==> src/rtl/dmem_pkg.sv <==
// Shared definitions for the data memory arbiter and its load-extension helper:
// funct3 codes, FSM encoding, request payload and the request legality check.
package dmem_pkg;

    localparam int unsigned DEF_MEM_WORDS = 1024;
    localparam int unsigned XLEN          = 32;
    localparam int unsigned F3_W_BITS     = 3;

    localparam logic [F3_W_BITS-1:0] F3_B  = 3'd0;
    localparam logic [F3_W_BITS-1:0] F3_H  = 3'd1;
    localparam logic [F3_W_BITS-1:0] F3_W  = 3'd2;
    localparam logic [F3_W_BITS-1:0] F3_BU = 3'd4;
    localparam logic [F3_W_BITS-1:0] F3_HU = 3'd5;

    typedef enum logic [1:0] {
        ST_IDLE   = 2'd0,
        ST_ACCESS = 2'd1,
        ST_RESP   = 2'd2
    } state_e;

    typedef struct packed {
        logic                 write;
        logic [XLEN-1:0]      addr;
        logic [XLEN-1:0]      wdata;
        logic [F3_W_BITS-1:0] funct3;
    } dmem_req_t;

    // Out-of-range, misaligned, or a size code the access direction cannot use.
    function automatic logic req_error(input dmem_req_t req, input logic [XLEN:0] byte_limit);
        logic err;
        err = ({1'b0, req.addr} >= byte_limit);
        case (req.funct3)
            F3_B, F3_BU: err = err;
            F3_H, F3_HU: err = err | req.addr[0];
            F3_W:        err = err | (req.addr[1:0] != 2'b00);
            default:     err = 1'b1;
        endcase
        if (req.write && (req.funct3 > F3_W)) begin
            err = 1'b1;
        end
        return err;
    endfunction

endpackage

==> src/rtl/data_memory_arbiter_if.sv <==
// One requester's request/response channel into the data memory arbiter.
interface data_memory_arbiter_if;
    import dmem_pkg::*;

    logic                 req_valid;
    logic                 req_ready;
    logic                 req_write;
    logic [XLEN-1:0]      req_addr;
    logic [XLEN-1:0]      req_wdata;
    logic [F3_W_BITS-1:0] req_funct3;
    logic                 rsp_valid;
    logic                 rsp_ready;
    logic [XLEN-1:0]      rsp_rdata;
    logic                 rsp_err;

    modport master (
        output req_valid, req_write, req_addr, req_wdata, req_funct3, rsp_ready,
        input  req_ready, rsp_valid, rsp_rdata, rsp_err
    );

    modport slave (
        input  req_valid, req_write, req_addr, req_wdata, req_funct3, rsp_ready,
        output req_ready, rsp_valid, rsp_rdata, rsp_err
    );

endinterface

==> src/rtl/load_extend.sv <==
// Selects the byte/half/word of a memory word by byte offset and applies the
// RV32I sign or zero extension given by funct3.
module load_extend
    import dmem_pkg::*;
(
    input  logic [XLEN-1:0]      word,
    input  logic [1:0]           byte_off,
    input  logic [F3_W_BITS-1:0] funct3,
    output logic [XLEN-1:0]      result
);

    logic [7:0]  byte_c;
    logic [15:0] half_c;

    always_comb begin
        byte_c = word[{byte_off, 3'b000} +: 8];
        half_c = byte_off[1] ? word[31:16] : word[15:0];
        result = '0;
        case (funct3)
            F3_B:    result = {{24{byte_c[7]}}, byte_c};
            F3_H:    result = {{16{half_c[15]}}, half_c};
            F3_W:    result = word;
            F3_BU:   result = {24'd0, byte_c};
            F3_HU:   result = {16'd0, half_c};
            default: result = '0;
        endcase
    end

endmodule

==> src/rtl/data_memory_arbiter.sv <==
// Round-robin arbiter and single-outstanding access sequencer in front of the
// single-ported data memory; returns extended load data to the granted port.
module data_memory_arbiter
    import dmem_pkg::*;
#(
    parameter int unsigned MEM_WORDS = DEF_MEM_WORDS
) (
    input  logic                 clk_in,
    input  logic                 rst_n_in,
    data_memory_arbiter_if.slave p0,
    data_memory_arbiter_if.slave p1,
    output logic [XLEN-1:0]      mem_address,
    output logic                 mem_write,
    output logic                 mem_read,
    output logic [XLEN-1:0]      mem_wdata,
    output logic [F3_W_BITS-1:0] mem_store_sel,
    input  logic [XLEN-1:0]      mem_rdata
);

    localparam logic [XLEN:0] BYTE_LIMIT = 33'(MEM_WORDS) << 2;

    state_e                  state_q;
    logic                    last_grant_q;
    logic                    owner_q;
    logic                    mem_write_q;
    logic [1:0]              rsp_valid_q;
    logic [1:0]              rsp_err_q;
    logic [1:0][XLEN-1:0]    rsp_rdata_q;

    logic                    win0_c;
    logic                    win1_c;
    logic                    sel_err_c;
    logic                    rsp_fire_c;
    dmem_req_t               sel_req_c;
    logic [XLEN-1:0]         load_word_c;

    // On a tie the port that was not granted last wins.
    always_comb begin
        win0_c     = p0.req_valid & (~p1.req_valid | last_grant_q);
        win1_c     = p1.req_valid & ~win0_c;
        sel_req_c  = win1_c ? {p1.req_write, p1.req_addr, p1.req_wdata, p1.req_funct3}
                            : {p0.req_write, p0.req_addr, p0.req_wdata, p0.req_funct3};
        sel_err_c  = req_error(sel_req_c, BYTE_LIMIT);
        rsp_fire_c = owner_q ? p1.rsp_ready : p0.rsp_ready;
    end

    assign p0.req_ready = (state_q == ST_IDLE) & win0_c;
    assign p1.req_ready = (state_q == ST_IDLE) & win1_c;
    assign p0.rsp_valid = rsp_valid_q[0];
    assign p1.rsp_valid = rsp_valid_q[1];
    assign p0.rsp_err   = rsp_err_q[0];
    assign p1.rsp_err   = rsp_err_q[1];
    assign p0.rsp_rdata = rsp_rdata_q[0];
    assign p1.rsp_rdata = rsp_rdata_q[1];

    // Reset asserted mid-ACCESS must not let the pending store reach memory.
    assign mem_write = mem_write_q & rst_n_in;

    load_extend u_load_extend (
        .word     (mem_rdata),
        .byte_off (mem_address[1:0]),
        .funct3   (mem_store_sel),
        .result   (load_word_c)
    );

    // The mem_* registers double as the transaction holding registers.
    always_ff @(posedge clk_in) begin
        if (!rst_n_in) begin
            state_q       <= ST_IDLE;
            last_grant_q  <= 1'b1;
            owner_q       <= 1'b0;
            mem_address   <= '0;
            mem_write_q   <= 1'b0;
            mem_read      <= 1'b0;
            mem_wdata     <= '0;
            mem_store_sel <= '0;
            rsp_valid_q   <= '0;
            rsp_err_q     <= '0;
            rsp_rdata_q   <= '0;
        end else begin
            case (state_q)
                ST_IDLE: begin
                    if (win0_c || win1_c) begin
                        owner_q      <= win1_c;
                        last_grant_q <= win1_c;
                        if (sel_err_c) begin
                            rsp_valid_q[win1_c] <= 1'b1;
                            rsp_err_q[win1_c]   <= 1'b1;
                            rsp_rdata_q[win1_c] <= '0;
                            state_q             <= ST_RESP;
                        end else begin
                            mem_address   <= sel_req_c.addr;
                            mem_write_q   <= sel_req_c.write;
                            mem_read      <= ~sel_req_c.write;
                            mem_wdata     <= sel_req_c.wdata;
                            mem_store_sel <= sel_req_c.funct3;
                            state_q       <= ST_ACCESS;
                        end
                    end
                end
                ST_ACCESS: begin
                    rsp_valid_q[owner_q] <= 1'b1;
                    rsp_err_q[owner_q]   <= 1'b0;
                    rsp_rdata_q[owner_q] <= mem_write_q ? '0 : load_word_c;
                    mem_address          <= '0;
                    mem_write_q          <= 1'b0;
                    mem_read             <= 1'b0;
                    mem_wdata            <= '0;
                    mem_store_sel        <= '0;
                    state_q              <= ST_RESP;
                end
                ST_RESP: begin
                    if (rsp_fire_c) begin
                        rsp_valid_q <= '0;
                        rsp_err_q   <= '0;
                        rsp_rdata_q <= '0;
                        state_q     <= ST_IDLE;
                    end
                end
                default: state_q <= ST_IDLE;
            endcase
        end
    end

endmodule

==> src/flat_wrapper.sv <==
// flat-port wrapper written by rule: the top's interface ports become plain ports
module data_memory_arbiter_flat import dmem_pkg::*;
#(
    parameter int unsigned MEM_WORDS = DEF_MEM_WORDS
)
  (clk_in, rst_n_in, mem_address, mem_write, mem_read, mem_wdata, mem_store_sel, mem_rdata, p0_req_valid, p0_req_write, p0_req_addr, p0_req_wdata, p0_req_funct3, p0_rsp_ready, p0_req_ready, p0_rsp_valid, p0_rsp_rdata, p0_rsp_err, p1_req_valid, p1_req_write, p1_req_addr, p1_req_wdata, p1_req_funct3, p1_rsp_ready, p1_req_ready, p1_rsp_valid, p1_rsp_rdata, p1_rsp_err);
  data_memory_arbiter_if p0_i ();
  data_memory_arbiter_if p1_i ();
  input  logic clk_in;
  input  logic rst_n_in;
  output logic [XLEN-1:0] mem_address;
  output logic mem_write;
  output logic mem_read;
  output logic [XLEN-1:0] mem_wdata;
  output logic [F3_W_BITS-1:0] mem_store_sel;
  input  logic [XLEN-1:0] mem_rdata;
  input wire logic [$bits(p0_i.req_valid)-1:0] p0_req_valid;
  input wire logic [$bits(p0_i.req_write)-1:0] p0_req_write;
  input wire logic [$bits(p0_i.req_addr)-1:0] p0_req_addr;
  input wire logic [$bits(p0_i.req_wdata)-1:0] p0_req_wdata;
  input wire logic [$bits(p0_i.req_funct3)-1:0] p0_req_funct3;
  input wire logic [$bits(p0_i.rsp_ready)-1:0] p0_rsp_ready;
  output wire logic [$bits(p0_i.req_ready)-1:0] p0_req_ready;
  output wire logic [$bits(p0_i.rsp_valid)-1:0] p0_rsp_valid;
  output wire logic [$bits(p0_i.rsp_rdata)-1:0] p0_rsp_rdata;
  output wire logic [$bits(p0_i.rsp_err)-1:0] p0_rsp_err;
  input wire logic [$bits(p1_i.req_valid)-1:0] p1_req_valid;
  input wire logic [$bits(p1_i.req_write)-1:0] p1_req_write;
  input wire logic [$bits(p1_i.req_addr)-1:0] p1_req_addr;
  input wire logic [$bits(p1_i.req_wdata)-1:0] p1_req_wdata;
  input wire logic [$bits(p1_i.req_funct3)-1:0] p1_req_funct3;
  input wire logic [$bits(p1_i.rsp_ready)-1:0] p1_rsp_ready;
  output wire logic [$bits(p1_i.req_ready)-1:0] p1_req_ready;
  output wire logic [$bits(p1_i.rsp_valid)-1:0] p1_rsp_valid;
  output wire logic [$bits(p1_i.rsp_rdata)-1:0] p1_rsp_rdata;
  output wire logic [$bits(p1_i.rsp_err)-1:0] p1_rsp_err;
  assign p0_i.req_valid = p0_req_valid;
  assign p0_i.req_write = p0_req_write;
  assign p0_i.req_addr = p0_req_addr;
  assign p0_i.req_wdata = p0_req_wdata;
  assign p0_i.req_funct3 = p0_req_funct3;
  assign p0_i.rsp_ready = p0_rsp_ready;
  assign p0_req_ready = p0_i.req_ready;
  assign p0_rsp_valid = p0_i.rsp_valid;
  assign p0_rsp_rdata = p0_i.rsp_rdata;
  assign p0_rsp_err = p0_i.rsp_err;
  assign p1_i.req_valid = p1_req_valid;
  assign p1_i.req_write = p1_req_write;
  assign p1_i.req_addr = p1_req_addr;
  assign p1_i.req_wdata = p1_req_wdata;
  assign p1_i.req_funct3 = p1_req_funct3;
  assign p1_i.rsp_ready = p1_rsp_ready;
  assign p1_req_ready = p1_i.req_ready;
  assign p1_rsp_valid = p1_i.rsp_valid;
  assign p1_rsp_rdata = p1_i.rsp_rdata;
  assign p1_rsp_err = p1_i.rsp_err;
  data_memory_arbiter #(.MEM_WORDS(MEM_WORDS)) u_core (.clk_in(clk_in), .rst_n_in(rst_n_in), .p0(p0_i), .p1(p1_i), .mem_address(mem_address), .mem_write(mem_write), .mem_read(mem_read), .mem_wdata(mem_wdata), .mem_store_sel(mem_store_sel), .mem_rdata(mem_rdata));
endmodule
==> config.mk <==
export PLATFORM = sky130hd
export DESIGN_NAME = data_memory_arbiter_flat
export DESIGN_NICKNAME = d
export VERILOG_FILES = /design/src/rtl/dmem_pkg.sv /design/src/rtl/data_memory_arbiter_if.sv /design/src/rtl/load_extend.sv /design/src/rtl/data_memory_arbiter.sv /design/src/flat_wrapper.sv
export SDC_FILE = /design/constraint.sdc
export NUM_CORES = 1
export LEC_CHECK = 0
export CORE_ASPECT_RATIO = 2
export CORE_MARGIN = 1.5
export CORE_UTILIZATION = 41
export DETAILED_ROUTE_END_ITERATION = 8
export GPL_ROUTABILITY_DRIVEN = 0
export PLACE_DENSITY = 0.89
export SLEW_MARGIN = 20
export SYNTH_ARGS = -nofsm -noshare
export SYNTH_HDL_FRONTEND = slang
export SYNTH_SLANG_ARGS = --single-unit
==> constraint.sdc <==
create_clock -name clk_in -period 3.1 [get_ports clk_in]
set_input_delay 0.62 -clock clk_in [delete_from_list [all_inputs] [get_ports clk_in]]
set_output_delay 0.62 -clock clk_in [all_outputs]
set_load 0.05 [all_outputs]
==> impl_results.md, run 1 <==
* Run status: finished clean
* Class of the worst hold path: reg -> reg
* DR pass1 iterations at 6
* HP Start: u_core.mem_wdata[0]
* CP Capture Type: register
* Slew Viols, Final at 0
* Post-synthesis cell count at 805
* Setup crit start kind: input port
* Post-synth EDFFs at 0
* Setup violations, final at 0
* RSZ-0062 raised after global routing: false
* Root Buffer: clkbuf_16
* Distinct cells, synth at 53
* H-tree levels at 4
* Pleak at ~3.9 nW
* Max Cap Viol at 0
* Clock slew at reported path FFs at 0.06 ns
* Antenna diodes at 0
* Reg-to-reg startpoint: u_core.last_grant_q
* FF-to-FF End: u_core.p0.rsp_rdata[17]
* Vias in the first global route at 7563
* CTS Sinks at 141
* CTS max path bufs at 2
* Syn avg cell area at a little over 8 um^2
* Setup TNS at 0 ns
* Worst VDD drop at 384 uV
* Initial antenna violation count at 0
* DRC Markers at 0
* Fraction of layout cells with a size suffix above 1 at under 10%
* Final Cycle Share at between 80 and 90%
* I/O Buffers at approximately 310
* Min-Delay Endpoint: u_core.mem_wdata[0]
* Vias at approximately 7500
* Mapped cell area at between 0.006 and 0.007 mm^2
* CP arrival at 3.11 ns
* PnR worst setup slack at 0.332 ns
* Grt met2 use at 56.6%
* Largest net degree at the start of global routing at 50
* Worst hold slack at 0.458 ns
* Crit Path Category: in -> reg
* Met3 Track Usage GR at slightly above 8%
* First-pass GRT wire length at approximately 40 mm
* Gr ovfl total at 0
* Pwr Total at between 0.004 and 0.005 W
* Worst-Margin Slew at around 0.63 ns
* Max Fclk at 361 MHz
* Req. time, crit path at approximately 3.4 ns
* ANT nets after route at 0
* Slew Limit Headroom at between 50% and 60%
* YS warnings at 0
* Worst Hold Depth at 2
* Filler cells at 1217
* Worst slack, placed at -0.0722 ns
* Die Area at ~0.017 mm^2
* DP HPWL at about 19 mm
* Dominant synthesized flop cell: dfxtp_1
* Post-Syn Nets at around 1000
* Final Hold Fails at 0
* Seq/Total Area, Yosys at 43.5%
* Core ar. at about 0.015 mm^2
* Post_cts resized at 0
* Crit-path max cell delay at a little under 0.7 ns
* Slowest-stage cell, CP: or4_4
* CTS tree: built
* Met1 GRT Util at between 20 and 30%
* Final nets at about 1300
* Gr usage total at around 30%
* Die Wd at 91.9 um
* Io pins at 313
* Die height at 181 um
* Drt wl/cell at 19.2 um
* Initial Util at roughly 42%
* PD cells at around 430 mW/mm^2
* Worst Clk Skew at 0.0117 ns
* Worst-path fanout max at 18
* Setup bufs post-CTS at 0
* Cell count of the worst reg-to-reg path at 6
* CTS buffer count at 17
* Fin crit period at 2.77 ns
* 1st-iter DRT viols at 468
* Clock Latency Late Sink at roughly 0.42 ns
* Post-synthesis async set-or-reset flop share at 0%
* Family with the most delay on the worst path: compound AO/OA/AOI/OAI gates
* Area grow syn2layout at 63.3%
* Bufs and invs on worst path at 1
* GR peak layer: met2
* Flops & latches, synth at between 100 and 150
* Setup slack, reg-to-reg at 0.57 ns
* FP Rows at 64
* Drt via density at between 5 and 6
* Hold_buf cts at 0
* Final wirelength at roughly 25 mm
* Cell Chain, Critical Path: clkdlybuf4s50_1 -> a21bo_2 -> mux2_2 -> a221o_1 -> o2111a_1 -> or4_4 -> o2bb2ai_1
==> final cells by class <==
cell class | count | area [um^2] | share of cell area (%)
timing repair buffer | 353 | 3510 | 33.2
multi-input combinational | 592 | 3400 | 32.1
tap | 198 | 248 | 2.34
inverter | 8 | 30.0 | 0.284
clock inverter | 14 | 148 | 1.39
sequential | 141 | 2820 | 26.7
clock buffer | 18 | 429 | 4.05
==> layer usage <==
layer  share of wire (%)  routed length [um]
met1                  34                8610
met2                  53               13600
met3                 8.4                2130
met4                 4.4                1130
met5                   0                   0
==> report_power, final <==
part,switching [W],internal [W]
Sequential,0.0000143,0.00182
Clock,0.000873,0.00114
Combinational,0.000358,0.000349
Total,0.00125,0.00331
==> worst min-delay path, delay by kind of cell (launching register included) <==
family | cells | cell delay (ns)
compound gates | 1 | 0.06
flops | 1 | 0.31
simple gates | 1 | 0.05
==> worst max path at each step <==
stage                       startpoint                       to  cells after the start
after detailed placement  p1_req_valid  u_core.p0.rsp_rdata[17]                      7
final                     p1_req_valid  u_core.p0.rsp_rdata[17]                      7
after global placement    p0_req_valid  u_core.p0.rsp_rdata[31]                      7
after floorplan           p1_req_valid  u_core.p0.rsp_rdata[20]                      9
after CTS                 p1_req_valid  u_core.p0.rsp_rdata[17]                      7
after global routing      p1_req_valid   u_core.p0.rsp_rdata[7]                      8
==> logic make-up (layout without fill, tap and decap cells) <==
logic type	after synthesis	in the layout	synth area share, %
mux	16	16	2.82
fa+ha+maj	4	4	0.772
compound gates	248	248	25.9
flops	141	141	43.5
buf+inv	72	393	4.59
simple gates	324	324	22.4
==> per-stage QoR <==
stage                     cells  util (%)  cell area, um^2
after floorplan             805         -             6480
after global placement     1292      65.1            10000
after detailed placement   1292      65.1            10000
after CTS                  1324      68.9            10600
after global routing       1324      68.9            10600
final                      1324      68.9            10600
==> sequential cells by signal, summed over array words and instances (netlist names) <==
name	cells
u_core.p0.rsp_rdata	32
u_core.mem_wdata	32
u_core.rsp_valid_q	2
u_core.p1.rsp_rdata	32
u_core.mem_address	32
u_core.state_q	2
u_core.mem_read	1
u_core.owner_q	1
u_core.mem_write_q	1
u_core.mem_store_sel	3
u_core.last_grant_q	1
u_core.rsp_err_q	2
==> placed cells by master (no fill, tap or decap), types with 6 or more instances in the layout <==
cell type | Yosys | layout
inv_1 | 6 | 6
o2bb2ai_1 | 23 | 23
dfxtp_1 | 141 | 141
buf_12 | 0 | 7
clkbuf_16 | 0 | 17
and2_1 | 27 | 27
clkdlybuf4s50_1 | 0 | 309
nand2_1 | 204 | 204
nor4_1 | 14 | 14
o2bb2ai_2 | 10 | 10
nand3_1 | 17 | 17
mux2i_1 | 10 | 10
nor2_1 | 26 | 25
o21ai_0 | 75 | 75
a22o_1 | 11 | 11
a221o_1 | 7 | 7
buf_4 | 0 | 37
a32o_1 | 10 | 10
inv_6 | 0 | 7
a22oi_1 | 10 | 10
a21oi_1 | 69 | 67
==> cell usage after synthesis (all sizes together), types with 6 or more instances <==
cell type / n / area (um^2)
clkbuf: 56 / 210
mux2i: 10 / 100
a21oi: 69 / 345
a32o: 10 / 100
inv: 6 / 22.5
nand3: 17 / 85.1
a22oi: 10 / 75.1
a221o: 7 / 70.1
o2bb2ai: 33 / 352
and2: 27 / 169
buf: 8 / 57.6
nor2: 26 / 97.6
o21ai: 75 / 375
a22o: 11 / 96.3
nand2: 204 / 766
dfxtp: 141 / 2820
nor4: 15 / 100
No activity file was read; power rests on OpenSTA's default activity.
==> run 2: changes to the inputs <==
--- a/config.mk
+++ b/config.mk
@@ -7,10 +7,10 @@
 export LEC_CHECK = 0
 export CORE_ASPECT_RATIO = 2
 export CORE_MARGIN = 1.5
-export CORE_UTILIZATION = 41
+export CORE_UTILIZATION = 37
 export DETAILED_ROUTE_END_ITERATION = 8
 export GPL_ROUTABILITY_DRIVEN = 0
-export PLACE_DENSITY = 0.89
+export PLACE_DENSITY = 0.85
 export SLEW_MARGIN = 20
 export SYNTH_ARGS = -nofsm -noshare
 export SYNTH_HDL_FRONTEND = slang
==> constraint.sdc (replaced) <==
create_clock -name clk_in -period 2.4 [get_ports clk_in]
set_input_delay 0.48 -clock clk_in [delete_from_list [all_inputs] [get_ports clk_in]]
set_output_delay 0.48 -clock clk_in [all_outputs]
set_load 0.05 [all_outputs]
==> impl_results.md, run 2 (same netlist as run 1, synthesis figures left out) <==
* CP Capture Type: register
* Fin crit period at 2.43 ns
* RSZ-0062 raised after global routing: true
* I/O Buffers at between 300 and 400
* Setup crit start kind: register
* Die Area at roughly 0.018 mm^2
* Worst-path fanout max at 6
* Register area at around 0.0028 mm^2
* Pleak at about 4.1 nW
* CTS max path bufs at 2
* Final Hold Fails at 0
* Area grow syn2layout at 69.6%
* DP HPWL at about 19 mm
* Vias in the first global route at ~7700
* Max Cap Viol at 0
* Clk pwr share at 42.6%
* PD cells at approximately 530 mW/mm^2
* FP Rows at between 60 and 70
* Die height at between 150 and 200 um
* Sw frac at about 28%
* Net Switching at about 0.0016 W
* Antenna diodes at 0
* Multi-input gate area at between 0.003 and 0.004 mm^2
* ANT nets after route at 0
* Run status: complete, but fails checks
* Part of the power in registers at about two fifths
* Largest net degree at the start of global routing at between 50 and 60
* Crit Path Category: reg -> reg
* Drt via density at 5.55
* Max Fclk at between 400 and 500 MHz
* Core ar. at 0.0172 mm^2
* Setup violations, final at 12
* Comb pwr share at around 17%
* 1st-iter DRT viols at roughly 330
* Slew Viols, Final at 0
* Setup TNS at -0.150 ns
* DRC Markers at 0
* Final Cycle Share at 101%
* Gr ovfl total at 0
* Clock Latency Late Sink at ~0.43 ns
* Class of the worst hold path: reg -> reg
* Die Wd at between 90 and 100 um
* Worst Clk Skew at roughly 0.015 ns
* Root Buffer: clkbuf_16
* CP arrival at 2.78 ns
* Gr usage total at 28.5%
* PnR worst setup slack at -0.0345 ns
* Req. time, crit path at roughly 2.8 ns
* CTS tree: built
* Commonest cells after routing, fill and taps aside: clkdlybuf4s50_1, nand2_1, dfxtp_1
* Final nets at around 1300
* Drt wl/cell at 19.2 um
* H-tree levels at 4
* Final non-filler cell total at ~1400
* Worst VDD drop at 437 uV
* Cell internal pwr at 0.00425 W
* Initial antenna violation count at 0
* Fraction of layout cells with a size suffix above 1 at 14.1%
* Placed cells at roughly 1300
* Most common cell after layout, fill and taps aside: clkdlybuf4s50_1
* Initial Util at between 30% and 40%
* First-pass GRT wire length at 41.4 mm
* Final wirelength at 26.4 mm
* Clock slew at reported path FFs at 0.07 ns
* Vias at 7619
* CTS Sinks at ~140
* Failing checks: negative setup slack
* DR pass1 iterations at 5
* Filler cells at about 1400
* Worst-Margin Slew at 0.560 ns
* Hold_buf cts at 0
* Io pins at approximately 310
* CTS buffer count at 17
* Slew Limit Headroom at between 60 and 70%
-- run 2: cell count changes in the layout (fill, tap and decap cells not counted), sizes merged, moves of 2 or more --
cell | before | now
buf | 44 | 77
dlygate4sd2 | 0 | 2
inv | 15 | 11
or4 | 5 | 8
clkinvlp | 1 | 4
clkdlybuf4s50 | 309 | 306
-- run 2: final cells by class --
class                           count  share of cell area, %
Clock buffer                       19                   4.12
Clock inverter                     13                  0.956
Inverter                            8                  0.273
Multi-Input combinational cell    596                   32.4
Sequential cell                   141                   25.7
Tap cell                          210                   2.39
Timing Repair Buffer              385                   34.2
-- run 2: worst max-delay path, cell delays in order, from the launching register on --
cell and delay (ns):
dfxtp_2 0.33, a21bo_4 0.23, mux2_4 0.30, a221o_2 0.42, o2111a_2 0.27, or4_4 0.60
o2bb2ai_1 0.20
-- run 2: power by group through the flow --
stage	combinational (W)	sequential, W	clock, W
floorplan	0.000367	0.00244	0
global placement	0.000930	0.00242	0
detailed placement	0.000943	0.00242	0
CTS	0.000968	0.00237	0.00254
global route	0.00107	0.00237	0.00264
finish	0.00100	0.00237	0.00250
-- run 2: final timing paths --
check,cells past startpoint,endpoint,slack (ns),from
hold / removal,2,u_core.mem_wdata[18],0.46,u_core.mem_wdata[18]
hold reg to reg,2,u_core.mem_wdata[18],0.46,u_core.mem_wdata[18]
setup reg to reg,6,u_core.p0.rsp_rdata[5],-0.03,u_core.last_grant_q
setup / recovery,6,u_core.p0.rsp_rdata[5],-0.03,u_core.last_grant_q
-- run 2: what timing repair did --
action | in CTS | in global routing
gates cloned | 4 | 0
buffers inserted | 2 | 2
endpoints found under the setup margin | 139 | 118
pin swaps | 8 | 5
resized for setup | 16 | 17
-- run 2: per-stage QoR --
stage,utilization [%],hold WS (ns),area (um^2),power [W],setup slack (ns)
final,64.0,0.457,11000,0.00587,-0.0345
after global routing,64.0,0.468,11000,0.00608,-0.0549
after CTS,63.5,0.459,10900,0.00587,-0.0256
after detailed placement,59.6,0.446,10200,0.00336,-0.942
after global placement,59.6,0.442,10200,0.00335,-0.890
after floorplan,-,0.469,6500,0.00281,-0.105
-- run 2: layer usage --
| layer | vias up | track usage (%) | wire length (um) |
|---|---|---|---|
| li1 | 3564 | - | - |
| met4 | 0 | 18.2 | 1460 |
| met3 | 106 | 7.22 | 1890 |
| met1 | 3537 | 28.6 | 9080 |
| met2 | 412 | 51.6 | 14000 |
| met5 | - | 0 | 0 |
==> run 3: changes to the inputs <==
--- a/config.mk
+++ b/config.mk
@@ -5,6 +5,7 @@
 export SDC_FILE = /design/constraint.sdc
 export NUM_CORES = 1
 export LEC_CHECK = 0
+export CAP_MARGIN = 10
 export CORE_ASPECT_RATIO = 2
 export CORE_MARGIN = 1.5
 export CORE_UTILIZATION = 37
==> results of run 3 <==
Final layout, timing and power as in run 2 (identical DEF).
